## src/rtl/mc14500b_pkg.sv

```systemverilog
// Shared types for the MC14500B program-counter sequencer.
package mc14500b_pkg;
    typedef enum logic [1:0] {IDLE, RUN, LOAD, HALT} seq_state_t;
    localparam logic SEQ_UP = 1'b1;
endpackage

```

## src/rtl/mc14500b_ret_stack.sv

```systemverilog
// LIFO return-address stack; dout shows the top entry whenever non-empty.
module mc14500b_ret_stack #(
    parameter int ADDR_W      = 8,
    parameter int STACK_DEPTH = 4
) (
    input  logic              clock,
    input  logic              reset,
    input  logic              push,
    input  logic              pop,
    input  logic [ADDR_W-1:0] din,
    output logic [ADDR_W-1:0] dout,
    output logic              full,
    output logic              empty
);
    localparam int CNT_W = $clog2(STACK_DEPTH + 1);
    localparam int IDX_W = (STACK_DEPTH > 1) ? $clog2(STACK_DEPTH) : 1;

    logic [ADDR_W-1:0] mem [STACK_DEPTH];
    logic [CNT_W-1:0]  count;
    logic [IDX_W-1:0]  wr_idx, top_idx;

    assign wr_idx  = IDX_W'(count);
    assign top_idx = IDX_W'(count - CNT_W'(1));
    assign full    = (count == CNT_W'(STACK_DEPTH));
    assign empty   = (count == '0);
    assign dout    = mem[top_idx];

    always_ff @(posedge clock or posedge reset) begin
        if (reset)
            count <= '0;
        else if (push && !full)
            count <= count + CNT_W'(1);
        else if (pop && !empty)
            count <= count - CNT_W'(1);
    end

    // Storage needs no reset: occupancy alone decides what is valid.
    always_ff @(posedge clock) begin
        if (push && !full)
            mem[wr_idx] <= din;
    end
endmodule

```

## src/rtl/mc14500b_pc_sequencer.sv

```systemverilog
// Drives the MC14516B counter chain's preset/count pins from ICU JMP/RTN/FLGF strobes,
// with a call/return stack, post-return skip and halt at the top address.
module mc14500b_pc_sequencer
    import mc14500b_pkg::*;
#(
    parameter int ADDR_W      = 8,
    parameter int STACK_DEPTH = 4
) (
    input  logic              clock,
    input  logic              reset,
    input  logic              run,
    input  logic              jmp,
    input  logic              rtn,
    input  logic              flag_f,
    input  logic [ADDR_W-1:0] target,
    input  logic [ADDR_W-1:0] pc,
    output logic [ADDR_W-1:0] cnt_preset,
    output logic              cnt_preset_enable,
    output logic              cnt_carry_in,
    output logic              cnt_up_down,
    output logic              skip,
    output logic              halted,
    output logic              stack_err
);
    seq_state_t        state, state_nxt;
    logic [ADDR_W-1:0] preset_nxt, stk_top;
    logic              pe_nxt, cin_nxt, skip_nxt, halted_nxt, err_nxt;
    logic              ret_flag, ret_nxt;
    logic              push, pop, stk_full, stk_empty, pc_max;

    assign pc_max      = &pc;
    assign cnt_up_down = SEQ_UP;

    mc14500b_ret_stack #(.ADDR_W(ADDR_W), .STACK_DEPTH(STACK_DEPTH)) u_stack (
        .clock (clock),
        .reset (reset),
        .push  (push),
        .pop   (pop),
        .din   (pc),
        .dout  (stk_top),
        .full  (stk_full),
        .empty (stk_empty)
    );

    always_comb begin
        state_nxt  = state;
        preset_nxt = cnt_preset;
        pe_nxt     = 1'b0;
        cin_nxt    = cnt_carry_in;
        skip_nxt   = 1'b0;
        halted_nxt = halted;
        err_nxt    = stack_err;
        ret_nxt    = 1'b0;
        push       = 1'b0;
        pop        = 1'b0;
        case (state)
            IDLE: begin
                cin_nxt = 1'b1;
                if (run) begin
                    state_nxt = RUN;
                    cin_nxt   = 1'b0;
                end
            end
            RUN: begin
                cin_nxt = 1'b0;
                if (jmp) begin
                    state_nxt  = LOAD;
                    preset_nxt = target;
                    pe_nxt     = 1'b1;
                    cin_nxt    = 1'b1;
                    if (flag_f) begin
                        if (stk_full) err_nxt = 1'b1;
                        else          push    = 1'b1;
                    end
                end else if (rtn && !stk_empty) begin
                    state_nxt  = LOAD;
                    preset_nxt = stk_top;
                    pop        = 1'b1;
                    pe_nxt     = 1'b1;
                    cin_nxt    = 1'b1;
                    ret_nxt    = 1'b1;
                end else if (rtn) begin
                    err_nxt = 1'b1;
                end else if (!run) begin
                    state_nxt = IDLE;
                    cin_nxt   = 1'b1;
                end else if (pc_max) begin
                    // Stop at the top address instead of letting the counter wrap.
                    state_nxt  = HALT;
                    halted_nxt = 1'b1;
                    cin_nxt    = 1'b1;
                end
            end
            LOAD: begin
                // The returned-to address is the calling JMP itself; the ICU must skip it.
                skip_nxt  = ret_flag;
                state_nxt = run ? RUN : IDLE;
                cin_nxt   = !run;
            end
            HALT: begin
                halted_nxt = 1'b1;
                cin_nxt    = 1'b1;
                if (!run) begin
                    state_nxt  = IDLE;
                    halted_nxt = 1'b0;
                end
            end
            default: begin
                state_nxt = IDLE;
                cin_nxt   = 1'b1;
            end
        endcase
    end

    always_ff @(posedge clock or posedge reset) begin
        if (reset) begin
            state             <= IDLE;
            cnt_preset        <= '0;
            cnt_preset_enable <= 1'b0;
            cnt_carry_in      <= 1'b1;
            skip              <= 1'b0;
            halted            <= 1'b0;
            stack_err         <= 1'b0;
            ret_flag          <= 1'b0;
        end else begin
            state             <= state_nxt;
            cnt_preset        <= preset_nxt;
            cnt_preset_enable <= pe_nxt;
            cnt_carry_in      <= cin_nxt;
            skip              <= skip_nxt;
            halted            <= halted_nxt;
            stack_err         <= err_nxt;
            ret_flag          <= ret_nxt;
        end
    end
endmodule
```

## config.mk

```make
export PLATFORM = sky130hd
export DESIGN_NAME = mc14500b_pc_sequencer
export DESIGN_NICKNAME = d
export VERILOG_FILES = /design/src/rtl/mc14500b_pkg.sv /design/src/rtl/mc14500b_ret_stack.sv /design/src/rtl/mc14500b_pc_sequencer.sv
export SDC_FILE = /design/constraint.sdc
export NUM_CORES = 1
export LEC_CHECK = 0
export ABC_AREA = 1
export BUFFER_PORTS_ARGS = -buffer_cell sky130_fd_sc_hd__buf_2
export CAP_MARGIN = 20
export CORE_ASPECT_RATIO = 0.8
export CORE_MARGIN = 2
export CORE_UTILIZATION = 50
export DETAILED_ROUTE_END_ITERATION = 10
export PLACE_DENSITY = 0.76
export SYNTH_ARGS = -nofsm -noshare
export SYNTH_HDL_FRONTEND = slang
export SYNTH_HIERARCHICAL = 1
export SYNTH_SLANG_ARGS = --single-unit
```

## constraint.sdc

```tcl
create_clock -name clock -period 2.8 [get_ports clock]
set_clock_uncertainty 0.1 [all_clocks]
set_input_delay 0.14 -clock clock [delete_from_list [all_inputs] [get_ports clock]]
set_output_delay 0.14 -clock clock [all_outputs]
set_load 0.01 [all_outputs]
```

==> results_dict.tcl <==
set metrics [dict create \
    run_status "finished clean" \
    reg2reg_from "u_stack/count[0]$_DFFE_PP0P_" \
    ant_nets 0 \
    crit_arrival_ns 2.27 \
    viasPerCell 4.936 \
    synth_area_leaders "edfxtp_1, dfrtp_1, nand2_1, nor2_1, inv_1" \
    ios 36 \
    num_rows 22 \
    critPathMaxStageDelay_ns 0.51 \
    globalplace.congestion 0.8500 \
    die_w_um 82.34 \
    worstPathRequired_ns 2.73 \
    place_hpwl_um 3551 \
    cap_viol_max_count 0 \
    r2r_end "u_stack/mem[3][1]$_DFFE_PP_" \
    n_fill_cell 376 \
    ys_seq_elements 51 \
    finalCritPeriodShare_pct 83.85 \
    layout.nets 328 \
    fmax_mhz 425.9 \
    hold_depth 3 \
    clock_path_buffers 2 \
    netlist_area_sq_um 2455 \
    synth.top_cell.area_share_pct 39.14 \
    hold_path_class "primary input to register" \
    area_delta_synth_final_pct 15.75 \
    cts.sink_count 51 \
    slew_viol_final 0 \
    multi_input_area_sq_um 814.5 \
    cts_setup_buffers 0 \
    start_kind "register" \
    critical_path_peak_fanout 28 \
    dieHeight_um 66.67 \
    grt_max_degree 29 \
    rsz0062_at_grt "no" \
    final_util_pct 61.08 \
    drc 0 \
    slowest_stage "dfrtp_2" \
    tns_ns 0 \
    worst_setup_path_end_kind "register" \
    diodes 0 \
    synth_area_leader_cell "edfxtp_1" \
    grt.met2_usage_pct 27.62 \
    setup_viol 0 \
    synthesis.nets 282 \
    slew-limit-headroom_pct 59.93 \
    grt_pass1_wl_um 7776 \
    final_common_cell "nand2_1" \
    met3_usage_pct 5.691 \
    initial_core_util_pct 52.77 \
    core_area_sq_um 4652 \
    antenna_found_initial 0 \
    drt-initial-drc-count 123 \
    io_buffers 34 \
    holdPathEnd "cnt_preset[3]$_DFFE_PP0P_" \
    cp_num_buf_inv 3 \
    ir_worst_vdd_uv 422.1 \
    cts_root_buffer "clkbuf_8" \
    grtUsageMet1_pct 29.06 \
    grt_pass1_vias 1621 \
    busiest_layer "met1" \
    grt-ovfl-total 0 \
    reg2regPathDepth 8 \
    wl_per_cell_um 13.52 \
    worst_slew_pin_slew_ns 0.6004 \
    insertion_delay_ns 0.31 \
    hp-start "target[3]" \
    drt_wl_total_um 4879 \
    crit_type "register to register" \
    hold_viol_final 0 \
    p_total_mw 2.508 \
    synth.yosys.seq_area_share_pct 58.56 \
    drive_above_1_share_pct 19.60 \
    seq_area_sq_um 1439 \
    power.density_nw_per_um2 882.8 \
    vias 1782 \
    postSynthCellCount 254 \
    clk_pin_slew_worst_paths_ns 0.10 \
    drt-pass1-iter-count 5 \
    crit_family "simple AND/OR/NAND/NOR gates" \
    synth_area_per_cell_sq_um 9.665 \
    synth_cell_types 29 \
    min_period_ns 2.348 \
    grtUsageTotal_pct 19.84 \
    crit_chain "inv_6, ha_1, nand2_1, inv_1, nor4_1, nand2_2, nor2_1, buf_4" \
    h-tree-depth 2 \
    final_cell_mix "nand2_1, nor2_1, buf_2" \
    tritoncts "built" \
    dieArea_sq_um 5490 \
    reg2reg_slack_ns 0.45 \
    ys.warnings.count 6 \
    cts_buffers 5 \
    total_leakage_power_nw 1.323 \
]
registers in the layout (all words and copies together), names as in the netlist:
register and count:
u_stack/mem 32, cnt_preset 8, u_stack/count 3, state 2, cnt_carry_in 1, cnt_preset_enable 1, halted 1, ret_flag 1
skip 1, stack_err 1
worst max path at each step:
stage / slack [ns] / end / cells after the start / start
after global routing: 0.12 / u_stack/mem[3][1]$_DFFE_PP_ / 8 / u_stack/count[0]$_DFFE_PP0P_
after floorplan: 0.36 / u_stack/mem[1][0]$_DFFE_PP_ / 9 / u_stack/count[0]$_DFFE_PP0P_
after detailed placement: 0.32 / u_stack/mem[3][2]$_DFFE_PP_ / 8 / u_stack/count[0]$_DFFE_PP0P_
after CTS: 0.29 / u_stack/mem[3][3]$_DFFE_PP_ / 8 / u_stack/count[0]$_DFFE_PP0P_
final: 0.45 / u_stack/mem[3][1]$_DFFE_PP_ / 8 / u_stack/count[0]$_DFFE_PP0P_
after global placement: 0.38 / u_stack/mem[1][3]$_DFFE_PP_ / 8 / u_stack/count[0]$_DFFE_PP0P_
metal layers:
metal  vias to the layer above  share of wire (%)
li1                        917                  -
met1                       787                 49
met2                        71                 41
met3                         7                9.1
met4                         0                1.1
met5                         -                  0
stage by stage:
step / hold WS (ns) / setup WS (ns) / cell area (sq um) / std cells
finish: 0.02510 / 0.4523 / 2841 / 361
global route: 0.03345 / 0.1199 / 2841 / 361
CTS: 0.02087 / 0.2944 / 2840 / 361
detailed placement: -0.07420 / 0.3222 / 2649 / 343
global placement: -0.07398 / 0.3819 / 2649 / 343
floorplan: -0.2064 / 0.3572 / 2455 / 254
where the power goes:
| part | internal, mW | leakage, nW | switching, mW |
|---|---|---|---|
| clock | 0.181 | 0.0489 | 0.253 |
| combinational | 0.385 | 0.755 | 0.634 |
| sequential | 0.945 | 0.519 | 0.109 |
| total | 1.51 | 1.32 | 0.997 |
cells by family (layout without fill, tap and decap cells):
logic type	Yosys count	after routing	synth area share (%)
simple gates	123	123	20.85
flops	51	51	58.56
buf+inv	40	87	8.257
compound gates	33	33	9.124
fa+ha+maj	6	6	3.058
other cells	1	1	0.1528
cell usage after synthesis:
cell type  count
buf_6          4
conb_1         1
o21ai_1        2
o31ai_1        8
inv_2          2
nor2_2         2
nor2_4         2
dfrtp_1       18
inv_6          1
buf_8          1
nand2_2        2
dfstp_2        1
nor2_1        42
o21bai_1       1
clkbuf_1       1
nand3_1        9
ha_1           6
a21oi_1        4
o21ai_0        9
inv_1         28
nor4_1         1
buf_4          1
nand2_1       63
o211ai_1       8
buf_2          2
o31ai_4        1
nand3b_1       1
nand2_4        1
edfxtp_1      32
worst register-to-register path, cell delays in order (launching register included):
cell and delay, ns:
dfrtp_2 0.51, inv_6 0.13, ha_1 0.23, nand2_1 0.09
inv_1 0.06, nor4_1 0.40, nand2_2 0.22, nor2_1 0.15
buf_4 0.18
cell type report:
type	instances	area share (%)
multi-input cells	163	28.67
well taps	60	2.642
repair buffers	48	10.57
clock inverters	3	0.7926
clock buffers	5	2.422
flip-flops and latches	51	50.64
inverters	31	4.271
repair_timing:
item | 4_1_cts | 5_1_grt
endpoints found under the setup margin | 0 | 32
hold buffers | 10 | 0
hold endpoints to repair | 51 | 0
resized for setup | 0 | 1
Power figures use the tool's default switching activity.
